File: config.mk
export PLATFORM = sky130hd
export DESIGN_NAME = fetch_queue
export DESIGN_NICKNAME = d
export VERILOG_FILES = /design/src/rtl/fetch_queue.sv
export SDC_FILE = /design/constraint.sdc
export NUM_CORES = 1
export LEC_CHECK = 0
export CAP_MARGIN = 20
export CORE_ASPECT_RATIO = 0.7
export CORE_MARGIN = 2
export CORE_UTILIZATION = 40
export DETAILED_ROUTE_END_ITERATION = 16
export PLACE_DENSITY = 0.59
export SYNTH_ARGS = -nofsm -noshare
export SYNTH_HDL_FRONTEND = slang
export SYNTH_SLANG_ARGS = --single-unit
File: constraint.sdc
create_clock -name clk_i -period 9.75 [get_ports clk_i]
set_clock_uncertainty 0.1 [all_clocks]
set_input_delay 2.925 -clock clk_i [delete_from_list [all_inputs] [get_ports clk_i]]
set_output_delay 2.925 -clock clk_i [all_outputs]
set_load 0.03 [all_outputs]
File: src/rtl/fetch_queue.sv
// Instruction-fetch front end: owns the PC, issues 1-cycle-latency ROM requests and
// buffers returned {inst, pc} pairs in a DEPTH-entry FIFO feeding decode.
module fetch_queue #(
  parameter int              XLEN     = 32,
  parameter int              DEPTH    = 4,
  parameter logic [XLEN-1:0] RESET_PC = '0,
  parameter logic [XLEN-1:0] PC_STEP  = 4,
  parameter logic [XLEN-1:0] NOP_INST = 32'h0000_0013,
  localparam int             CW       = $clog2(DEPTH + 1)
) (
  input  logic            clk_i,
  input  logic            rst_i,
  output logic            rom_req_o,
  output logic [XLEN-1:0] rom_addr_o,
  input  logic [XLEN-1:0] rom_inst_i,
  input  logic            redirect_i,
  input  logic [XLEN-1:0] redirect_pc_i,
  output logic [XLEN-1:0] inst_o,
  output logic [XLEN-1:0] pc_o,
  output logic            valid_o,
  input  logic            ready_i,
  output logic [CW-1:0]   count_o
);
  localparam int AW = $clog2(DEPTH);

  typedef struct packed {
    logic [XLEN-1:0] inst;
    logic [XLEN-1:0] pc;
  } entry_t;

  entry_t          mem [DEPTH];
  logic [XLEN-1:0] pc, inflight_pc;
  logic            inflight;
  logic [CW-1:0]   count;
  logic [AW-1:0]   rd_ptr, wr_ptr;
  logic            pop, push;
  logic [CW:0]     credit;

  assign valid_o = (count != '0) & ~redirect_i;
  assign pop     = valid_o & ready_i;
  assign push    = inflight & ~redirect_i;

  // Slots already committed (stored + in flight), minus the one leaving this cycle.
  assign credit    = {1'b0, count} + (CW+1)'(inflight) - (CW+1)'(pop);
  assign rom_req_o = ~rst_i & ~redirect_i & (credit < (CW+1)'(DEPTH));

  assign rom_addr_o = pc;
  assign count_o    = count;
  assign inst_o     = valid_o ? mem[rd_ptr].inst : NOP_INST;
  assign pc_o       = valid_o ? mem[rd_ptr].pc   : '0;

  always_ff @(posedge clk_i) begin
    if (rst_i) begin
      pc       <= RESET_PC;
      inflight <= 1'b0;
      count    <= '0;
      rd_ptr   <= '0;
      wr_ptr   <= '0;
    end else if (redirect_i) begin
      // Pending response and buffered entries belong to the wrong path.
      pc       <= redirect_pc_i;
      inflight <= 1'b0;
      count    <= '0;
      rd_ptr   <= '0;
      wr_ptr   <= '0;
    end else begin
      inflight <= rom_req_o;
      if (rom_req_o) begin
        inflight_pc <= pc;
        pc          <= pc + PC_STEP;
      end
      if (push) wr_ptr <= wr_ptr + AW'(1);
      if (pop)  rd_ptr <= rd_ptr + AW'(1);
      count <= count + CW'(push) - CW'(pop);
    end
  end

  always_ff @(posedge clk_i) begin
    if (push && !rst_i) mem[wr_ptr] <= '{inst: rom_inst_i, pc: inflight_pc};
  end
endmodule

* Word level (Yosys, flattened, before mapping)
Memories as Yosys holds them, arrays and structs flattened. A register that Yosys moved wholly into a read port is not among the register bits.
Index checks and enable logic that the tools add are counted.
** Word-level totals
- Bits in latches :: 0
- Output and inout bits :: 101
- Logic and storage cells :: 36
- Bits in read-only memories :: 0
- Memories kept :: 1
- Input bits :: 68
- Bits in registers :: 72
- Memory bits (writable) :: 256
** Operators by class
- Divide/modulo/power cells :: 0
- $add $sub $neg :: 7
- Bitwise gates (word level) :: 7
- Eq/ne operators :: 0
- Muxes and demuxes :: 8
- Shift operators :: 0
- Reduce and logical (&&, ||, !) cells :: 6
- $mul :: 0
- Order comparisons :: 1
** Memories
- mem :: depth 4, width 64, rd ports 1, clocked after Yosys merged registers in 1, write ports 1, RTL line 31 : entry_t mem [DEPTH];
** Operators by type and width (count)
- two-way mux 32 bit :: 4
- adder 32 x 3 -> 32 bit, second input constant :: 1
- bitwise AND 1 bit :: 5
- adder 2 x 1 -> 2 bit, second input constant :: 2
- adder 3 x 1 -> 4 bit :: 1
- less-than comparator 4 x 3 -> 1 bit, second input constant :: 1
- two-way mux 2 bit :: 2
- subtractor 4 x 1 -> 4 bit :: 1
- adder 3 x 1 -> 3 bit :: 1
- AND reduction 3 bit :: 1
- nonzero test 3 bit :: 1
- subtractor 3 x 1 -> 3 bit :: 1
- two-way mux 1 bit :: 2
- NOT 1 bit :: 2
- nonzero test 2 bit :: 1
- OR reduction 2 bit :: 1
- logical AND 1 bit :: 1
- zero test 1 bit :: 1

* Longest topological paths before layout
Gate-level depths: netlist of run 1.
- Depth in word-level cells :: 8
- Depth in mapped cells :: 11
- Mapped depth without buffers :: 10

* Worst setup path before layout of run 1
No wires, ideal clock.
- Path type :: in2out
- From :: input port redirect_i
- To :: output port rom_req_o
- Setup slack :: 1611 ps
- Buffers on the path :: 2
- Data required time :: 6725 ps
- Cell stages on the path :: 9
- Arrival time :: 5114 ps
- Cells stage by stage :: nor2_1 > nand2_1 > or2_2 > ha_1 > a31oi_2 > mux2i_1 > buf_2 > clkbuf_1 > nor2_1
** Between the ends
- Word-level cells in the longest chain between the ends :: 6
- Elaborated cells between the ends (all ways) :: 7
- Classes of those cells :: add/sub: 1; order compare: 1; bitwise: 5
** RTL lines
- from (decl) :: RTL line 16 : input logic redirect_i,
- NOT 1 bit (no line) (*)
- bitwise AND 1 bit :: RTL line 39 : assign valid_o = (count != '0) & ~redirect_i;
- bitwise AND 1 bit :: RTL line 40 : assign pop = valid_o & ready_i;
- subtractor 4 x 1 -> 4 bit :: RTL line 44 : assign credit = {1'b0, count} + (CW+1)'(inflight) - (CW+1)'(pop);
- less-than comparator 4 x 3 -> 1 bit :: RTL line 45 : assign rom_req_o = ~rst_i & ~redirect_i & (credit < (CW+1)'(DEPTH));
- bitwise AND 1 bit (*) :: RTL line 45
- to (decl) :: RTL line 13 : output logic rom_req_o,
Every way passes the cells marked *; elsewhere a longest branch is shown, timed or not.

* Worst setup path in the final report of run 1
- From :: input port ready_i
- To :: output port rom_req_o
** Between the ends
- Word-level cells in the longest chain between the ends :: 4
** RTL lines
- from (decl) :: RTL line 21 : input logic ready_i,
- bitwise AND 1 bit :: RTL line 40
- subtractor 4 x 1 -> 4 bit :: RTL line 44
- less-than comparator 4 x 3 -> 1 bit :: RTL line 45
- bitwise AND 1 bit :: RTL line 45
No other way between the ends.

==> tab_implementation.tex, run 1 <==
\begin{tabular}{lr}
\hline
Metric & Value \\
\hline
\multicolumn{2}{l}{\textbf{Outcome}} \\
\quad Run status & completed \\
\multicolumn{2}{l}{\textbf{Clocking}} \\
\quad Clock-pin slew of the registers on the worst-case setup and hold paths & 0.06 ns \\
\quad TritonCTS clock tree & built \\
\quad Count of instances resized after the clock tree is built & 0 \\
\quad Clk buf depth & 3 \\
\quad Clock insertion delay at the later pin of the skew report & 0.52 ns \\
\quad Maximum level of the CTS H-tree & 2 \\
\quad TritonCTS buffer count & 34 \\
\quad Sinks on the clock net & 330 \\
\quad Hold bufs inserted after CTS & 0 \\
\quad Number of buffers added for setup after CTS & 0 \\
\quad Cell at the root of the clock tree & sky130\_fd\_sc\_hd\_\_clkbuf\_16 \\
\multicolumn{2}{l}{\textbf{Drt}} \\
\quad Mean routed wirelength per cell & 21.0 µm \\
\quad Vias per Instance & 5.26 \\
\quad First-pass detailed-route iteration total & 5 \\
\quad Number of nets with antenna violations after detailed routing & 0 \\
\quad Total number of vias & 7177 \\
\quad WL final & 28700 µm \\
\quad DRC violation count after routing & 0 \\
\quad Violation count after the first detailed-route iteration & 525 \\
\multicolumn{2}{l}{\textbf{Synth}} \\
\quad FFs w/ async S/R, synth & 0\% \\
\quad Synthesized netlist cell count & 741 \\
\quad Post-synthesis area per instance & 17.6 µm² \\
\quad Net count after synthesis & 818 \\
\quad Number of enable flip-flop cells after synthesis & 288 \\
\quad Distinct cell type count of the synthesized netlist & 45 \\
\quad Part of the Yosys area used for sequential elements & 72.7\% \\
\quad Most used DFF post-synth & sky130\_fd\_sc\_hd\_\_edfxtp\_1 \\
\quad Post-synthesis register bit count & 330 \\
\quad Number of warning messages in the yosys log & 0 \\
\quad Post-synthesis cell area & 13100 µm² \\
\multicolumn{2}{l}{\textbf{Critical path}} \\
\quad Combined buffer and inverter count along the critical path & 2 \\
\quad Largest stage delay on the critical path & 0.60 ns \\
\quad Crit path arrival time & 5.36 ns \\
\quad CP max FO & 3 \\
\quad Cells along the critical path & clkdlybuf4s50\_1 > nand2\_1 > or2\_2 > ha\_1 > a31oi\_2 > mux2i\_4 > nor2\_1 > clkdlybuf4s50\_1 \\
\quad Type of element capturing the critical path & output pin \\
\quad CP most frequent cell & sky130\_fd\_sc\_hd\_\_clkdlybuf4s50\_1 \\
\quad Number of cells on the worst reg-to-reg path & 10 \\
\quad RR Startpoint & count\_o[1] \\
\quad Launching element type of the critical path & input pin \\
\quad Cell at the slowest stage of the critical path & sky130\_fd\_sc\_hd\_\_clkdlybuf4s50\_1 \\
\quad Critical setup path kind & in2out \\
\quad Register-to-Register Setup Slack & 6.25 ns \\
\quad FF-to-FF End & inflight\_pc[15] \\
\quad Startpoint of the worst setup timing path & ready\_i \\
\quad CP delay by family, top & buffers and inverters \\
\quad Endpoint required time on the critical path & 6.73 ns \\
\multicolumn{2}{l}{\textbf{Global route}} \\
\quad Total routing resource utilization after global routing & 17.4\% \\
\quad Largest net degree at the start of global routing & 65 \\
\quad Initial antenna violation count & 2 \\
\quad Vias in the first global route & 7359 \\
\quad Total gr overflow & 0 \\
\quad First-pass GRT wire length & 44400 µm \\
\multicolumn{2}{l}{\textbf{Worst hold path}} \\
\quad Hold Path Class & reg2reg \\
\quad Worst min-delay path startpoint & rom\_addr\_o[1] \\
\quad Hold endpoint & inflight\_pc[1] \\
\quad Instance count along the most critical hold path & 0 \\
\multicolumn{2}{l}{\textbf{Timing}} \\
\quad Accumulated negative setup slack & 0 ns \\
\quad Slew Limit Fails & 0 \\
\quad Finish-stage setup viols & 0 \\
\quad RSZ-0062 raised after global routing & false \\
\quad Rel. slew slack & 31.4\% \\
\quad Highest clock rate & 0.119 GHz \\
\quad Clock period minus worst slack & 8.38 ns \\
\quad Hold Worst Slack & 0.375 ns \\
\quad Final critical-path share of the clock period & 86.0\% \\
\quad Slew of the pin with the lowest slew margin & 1.03 ns \\
\quad Final hold violation count & 0 \\
\multicolumn{2}{l}{\textbf{Power}} \\
\quad Worst VDD drop & 104 µV \\
\quad Final Total Pwr & 2990 µW \\
\quad Static leakage & 0.00516 µW \\
\quad Power density over cell area & 183 nW/µm² \\
\multicolumn{2}{l}{\textbf{Placed design}} \\
\quad Detailed-placement wirelength estimate & 17100 µm \\
\quad Post-Place Cell Area & 15200 µm² \\
\quad Final weighted congestion in routability-driven placement & 0.767 \\
\quad Count of buffers from port buffering & 168 \\
\multicolumn{2}{l}{\textbf{Die}} \\
\quad Floorplan Core Area & 32200 µm² \\
\quad Die area & 34100 µm² \\
\quad Die Height & 155 µm \\
\quad Initial core utilization & 40.5\% \\
\quad Die extent in x & 220 µm \\
\quad Number of I/O pins & 169 \\
\quad Rows & 55 \\
\multicolumn{2}{l}{\textbf{Final layout}} \\
\quad Leading cell types in the layout, fill and taps excluded & sky130\_fd\_sc\_hd\_\_edfxtp\_1, sky130\_fd\_sc\_hd\_\_clkdlybuf4s50\_1, sky130\_fd\_sc\_hd\_\_mux4\_2 \\
\quad Leading cell type in the layout, fill and taps excluded & sky130\_fd\_sc\_hd\_\_edfxtp\_1 \\
\quad Final standard cell utilization of the core & 50.7\% \\
\quad Share of layout cells above drive strength 1 & 15.0\% \\
\quad Fin area & 16300 µm² \\
\quad Net total in the final layout & 990 \\
\quad Area delta synth->final & 25.1\% \\
\multicolumn{2}{l}{\textbf{Flow run}} \\
\quad Number of maximum-capacitance constraint violations & 0 \\
\hline
\end{tabular}
metrics by stage:
stage / setup slack [ns] / std cells
final: 1.37 / 1365
after global routing: 1.28 / 1364
after CTS: 1.36 / 1363
after detailed placement: 1.37 / 1303
after global placement: 1.36 / 1303
after floorplan: 1.61 / 741
kinds of logic after synthesis:
logic type,share of synthesized area (%)
buf+inv,1.96
fa+ha+maj,0.920
flops,72.7
xor+xnor,0.470
mux,11.4
compound gates,3.80
simple gates,8.73
registers in the layout, indices dropped and copies added (netlist names), named ones only:
| name | count |
|---|---|
| rd_ptr | 2 |
| rom_addr_o | 32 |
| inflight | 1 |
| mem | 256 |
| wr_ptr | 2 |
| count_o | 3 |
| inflight_pc | 32 |
worst register-to-register path, cell delays in order, from the launching register on:
cell and delay [ns]:
sky130_fd_sc_hd__dfxtp_1 0.38, sky130_fd_sc_hd__nor3_1 0.82, sky130_fd_sc_hd__nor2_4 0.02, sky130_fd_sc_hd__nand2_1 0.14, sky130_fd_sc_hd__or2_2 0.14, sky130_fd_sc_hd__ha_1 0.23
sky130_fd_sc_hd__a31oi_2 0.28, sky130_fd_sc_hd__mux2i_4 0.27, sky130_fd_sc_hd__buf_4 0.44, sky130_fd_sc_hd__nor2_4 0.18, sky130_fd_sc_hd__buf_12 0.21
layout make-up:
| cell class | instances | area (µm²) |
|---|---|---|
| Antenna cell | 1 | 2.50 |
| Clock buffer | 48 | 987 |
| Clock inverter | 12 | 90.1 |
| Fill cell | 2691 | 15900 |
| Inverter | 21 | 78.8 |
| Multi-Input combinational cell | 346 | 3360 |
| Sequential cell | 330 | 9500 |
| Tap cell | 427 | 534 |
| Timing Repair Buffer | 180 | 1780 |
power breakdown:
group	total [µW]	internal, µW	switching, µW
clock	1250	734	513
sequential	1590	1560	27.4
combinational	154	69.9	84.0
worst max-delay path by stage:
stage	to	slack (ns)	cells after the start
finish	rom_req_o	1.37	8
global route	rom_req_o	1.28	8
CTS	rom_req_o	1.36	8
detailed placement	rom_req_o	1.37	8
global placement	rom_req_o	1.36	8
floorplan	rom_req_o	1.61	9
cells in the mapped netlist, types with 5 or more instances:
master,number,share of area [%]
sky130_fd_sc_hd__dfxtp_1,42,6.4
sky130_fd_sc_hd__buf_1,7,0.20
sky130_fd_sc_hd__nor2_1,40,1.2
sky130_fd_sc_hd__inv_1,20,0.58
sky130_fd_sc_hd__ha_1,8,0.77
sky130_fd_sc_hd__and2_1,62,3.0
sky130_fd_sc_hd__o31ai_1,11,0.63
sky130_fd_sc_hd__clkbuf_1,28,0.81
sky130_fd_sc_hd__and3_1,10,0.48
sky130_fd_sc_hd__nand3_1,13,0.50
sky130_fd_sc_hd__a2111oi_0,9,0.60
sky130_fd_sc_hd__nand2_1,20,0.58
sky130_fd_sc_hd__o21ai_0,5,0.19
sky130_fd_sc_hd__nand4_1,9,0.43
sky130_fd_sc_hd__a311oi_1,17,1.1
sky130_fd_sc_hd__nor4b_1,9,0.60
sky130_fd_sc_hd__or4_1,12,0.69
sky130_fd_sc_hd__mux4_2,64,11
sky130_fd_sc_hd__o31a_1,5,0.34
sky130_fd_sc_hd__buf_2,9,0.35
sky130_fd_sc_hd__edfxtp_1,288,66
metal layers:
metal  wire length (µm)  vias to the layer above  track usage [%]  part of all wire (%)
met3               2050                       33             4.50                   7.1
met1              13700                     3633             25.8                    48
met5                  0                        -                0                     0
li1                   -                     3295                -                     -
met4                361                        0             4.25                   1.3
met2              12600                      216             25.6                    44
No activity file was read; power rests on OpenSTA's default activity.
==> run 2, diff against run 1 <==
- PLACE_DENSITY: 0.59 -> 0.61
- clock period: 9.75 -> 7.6 ns (I/O delays scaled with it)
==> run 2 against run 1 <==
Combinational power grew 28%; setup slack lost 0.92 ns; final cell count barely moved; sequential share of layout area fell by 0.23 points; design area up 0.39%; largest power group unchanged; core utilization rose by 0.20 points; sequential power up 28%; flip-flop and latch count did not move; first-iteration DRC count increased by 2.5%; via count is 0.65% higher; hold slack gained 0.012 ns; routed wire length increased by 0.14%.
==> tab_implementation.tex, run 2 (synthesized netlist as in run 1, its figures left out) <==
\begin{tabular}{lr}
\hline
Metric & Value \\
\hline
\multicolumn{2}{l}{\textbf{Global route}} \\
\quad Total routing resource utilization after global routing & 17.2\% (was 17.4\%) \\
\quad First-pass GRT wire length & 44200 µm (was 44400 µm) \\
\quad Total gr overflow & 0 (unchanged) \\
\quad Vias in the first global route & 7391 (was 7359) \\
\quad Largest net degree at the start of global routing & 65 (unchanged) \\
\quad Initial antenna violation count & 3 (was 2) \\
\multicolumn{2}{l}{\textbf{Critical path}} \\
\quad Crit path arrival time & 4.78 ns (was 5.36 ns) \\
\quad Critical setup path kind & in2out (unchanged) \\
\quad Type of element capturing the critical path & output pin (unchanged) \\
\quad Launching element type of the critical path & input pin (unchanged) \\
\quad Endpoint required time on the critical path & 5.22 ns (was 6.73 ns) \\
\quad CP max FO & 3 (unchanged) \\
\multicolumn{2}{l}{\textbf{Clocking}} \\
\quad Cell at the root of the clock tree & sky130\_fd\_sc\_hd\_\_clkbuf\_16 (unchanged) \\
\quad Hold bufs inserted after CTS & 0 (unchanged) \\
\quad Count of instances resized after the clock tree is built & 0 (unchanged) \\
\quad Clock-pin slew of the registers on the worst-case setup and hold paths & 0.06 ns (about the same) \\
\quad Clk buf depth & 3 (unchanged) \\
\quad Sinks on the clock net & 330 (unchanged) \\
\quad Maximum level of the CTS H-tree & 2 (unchanged) \\
\quad TritonCTS buffer count & 34 (unchanged) \\
\quad TritonCTS clock tree & built (unchanged) \\
\quad Number of buffers added for setup after CTS & 0 (unchanged) \\
\quad Clock insertion delay at the later pin of the skew report & 0.51 ns (was 0.52 ns) \\
\multicolumn{2}{l}{\textbf{Drt}} \\
\quad Number of nets with antenna violations after detailed routing & 0 (unchanged) \\
\quad DRC violation count after routing & 0 (unchanged) \\
\quad Total number of vias & 7224 (was 7177) \\
\quad Vias per Instance & 5.30 (was 5.26) \\
\quad Violation count after the first detailed-route iteration & 538 (was 525) \\
\quad Mean routed wirelength per cell & 21.1 µm (was 21.0 µm) \\
\quad First-pass detailed-route iteration total & 5 (unchanged) \\
\quad WL final & 28700 µm (about the same) \\
\multicolumn{2}{l}{\textbf{Timing}} \\
\quad Final critical-path share of the clock period & 94.1\% \\
\quad Final hold violation count & 0 (unchanged) \\
\quad RSZ-0062 raised after global routing & false (unchanged) \\
\quad Clock period minus worst slack & 7.16 ns \\
\quad Highest clock rate & 0.140 GHz \\
\quad Rel. slew slack & 28.6\% (was 31.4\%) \\
\quad Finish-stage setup viols & 0 (unchanged) \\
\quad Accumulated negative setup slack & 0 ns (unchanged) \\
\quad Slew Limit Fails & 0 (unchanged) \\
\quad Slew of the pin with the lowest slew margin & 1.07 ns (was 1.03 ns) \\
\quad Final Worst Setup Slack & 0.445 ns (was 1.37 ns) \\
\multicolumn{2}{l}{\textbf{Power}} \\
\quad Worst VDD drop & 154 µV (was 104 µV) \\
\quad Power density over cell area & 239 nW/µm² (was 183 nW/µm²) \\
\quad Portion of total power attributed to combinational logic & 5.0\% (was 5.1\%) \\
\quad Static leakage & 0.00516 µW (about the same) \\
\quad Fraction of power spent switching nets & 20.7\% (was 20.9\%) \\
\quad Clk pwr share & 42.8\% (was 41.7\%) \\
\quad Switching pwr & 812 µW (was 624 µW) \\
\quad Final Total Pwr & 3910 µW (was 2990 µW) \\
\quad Sequential share of power & 52.2\% (was 53.1\%) \\
\quad Internal cell power & 3100 µW (was 2360 µW) \\
\multicolumn{2}{l}{\textbf{Placed design}} \\
\quad Setup slack after placement & 0.470 ns (was 1.37 ns) \\
\quad Final weighted congestion in routability-driven placement & 0.784 (was 0.767) \\
\quad Count of buffers from port buffering & 168 (unchanged) \\
\quad Detailed-placement wirelength estimate & 16800 µm (was 17100 µm) \\
\multicolumn{2}{l}{\textbf{Final layout}} \\
\quad Leading cell type in the layout, fill and taps excluded & sky130\_fd\_sc\_hd\_\_edfxtp\_1 (unchanged) \\
\quad Net total in the final layout & 986 (was 990) \\
\quad Final standard cell utilization of the core & 50.9\% (was 50.7\%) \\
\quad Area delta synth->final & 25.6\% (was 25.1\%) \\
\quad Number of fillers in the final layout & 2614 (was 2691) \\
\quad Leading cell types in the layout, fill and taps excluded & sky130\_fd\_sc\_hd\_\_edfxtp\_1, sky130\_fd\_sc\_hd\_\_clkdlybuf4s50\_1, sky130\_fd\_sc\_hd\_\_mux4\_2 (unchanged) \\
\quad Register containing the most flip-flops in the final layout & mem (unchanged) \\
\quad Largest register FFs & 256 (unchanged) \\
\quad Share of layout cells above drive strength 1 & 14.7\% (was 15.0\%) \\
\multicolumn{2}{l}{\textbf{Die}} \\
\quad Floorplan Core Area & 32200 µm² (unchanged) \\
\quad Rows & 55 (unchanged) \\
\quad Die area & 34100 µm² (unchanged) \\
\quad Initial core utilization & 40.5\% (unchanged) \\
\quad Number of I/O pins & 169 (unchanged) \\
\quad Die extent in x & 220 µm (unchanged) \\
\quad Die Height & 155 µm (unchanged) \\
\multicolumn{2}{l}{\textbf{Outcome}} \\
\quad Run status & completed (unchanged) \\
\multicolumn{2}{l}{\textbf{Worst hold path}} \\
\quad Hold Path Class & reg2reg (unchanged) \\
\multicolumn{2}{l}{\textbf{Flow run}} \\
\quad Number of maximum-capacitance constraint violations & 0 (unchanged) \\
\hline
\end{tabular}
[run 2: cell types whose count changed in the layout (fill, tap and decap cells not counted), moves of 2 or more]
cell	delta
sky130_fd_sc_hd__buf_16	+2
sky130_fd_sc_hd__buf_4	-5
sky130_fd_sc_hd__bufinv_16	+2
sky130_fd_sc_hd__clkbuf_1	-3
sky130_fd_sc_hd__clkinv_1	+4
sky130_fd_sc_hd__clkinv_2	-5
sky130_fd_sc_hd__clkinvlp_4	+3
sky130_fd_sc_hd__diode_2	+2
[run 2: area by class of cell]
| cell class | count | area [µm²] | share of cell area [%] |
|---|---|---|---|
| antenna | 3 | 7.51 | 0.0458 |
| clock buffer | 45 | 976 | 5.95 |
| clock inverter | 16 | 163 | 0.992 |
| inverter | 21 | 78.8 | 0.481 |
| multi-input combinational | 346 | 3360 | 20.5 |
| sequential | 330 | 9500 | 57.9 |
| tap | 427 | 534 | 3.26 |
| timing repair buffer | 176 | 1780 | 10.8 |
[run 2: worst max-delay path, cell delays in order]
cell	delay (ns)
sky130_fd_sc_hd__clkdlybuf4s50_1	0.51
sky130_fd_sc_hd__nand2_1	0.12
sky130_fd_sc_hd__or2_2	0.32
sky130_fd_sc_hd__ha_1	0.29
sky130_fd_sc_hd__a31oi_2	0.28
sky130_fd_sc_hd__mux2i_4	0.28
sky130_fd_sc_hd__nor2_1	0.08
sky130_fd_sc_hd__clkdlybuf4s50_1	0.61
[run 2: power groups by stage]
stage	registers [µW]	clock network [µW]	logic [µW]
3_3_place_gp	2080	0	193
5_1_grt	2040	1790	211
6_report	2040	1680	197
2_1_floorplan	2090	0	72.0
4_1_cts	2040	1720	196
3_5_place_dp	2080	0	195
[run 2: worst paths after layout]
kind                                     from              end  slack, ns  depth (start not counted)
worst min register to register  rom_addr_o[0]   inflight_pc[0]       0.39                          0
worst min-delay path            rom_addr_o[0]   inflight_pc[0]       0.39                          0
worst max register to register     count_o[0]  inflight_pc[19]       4.08                         10
worst max-delay path                  ready_i        rom_req_o       0.44                          8
[run 2: metal layers]
metal	part of all wire (%)	vias up	global-route usage [%]	wire length, µm
met4	1.5	0	3.80	417
met2	44	263	25.8	12600
li1	-	3304	-	-
met1	47	3615	25.5	13500
met5	0	-	0	0
met3	7.8	42	4.36	2230
[run 2: through the flow]
step / cell area, µm² / std cells / hold WS [ns]
2_1_floorplan: 13100 / 741 / 0.359
3_3_place_gp: 15200 / 1298 / 0.376
3_5_place_dp: 15200 / 1298 / 0.375
4_1_cts: 16300 / 1359 / 0.389
5_1_grt: 16400 / 1361 / 0.396
6_report: 16400 / 1364 / 0.387
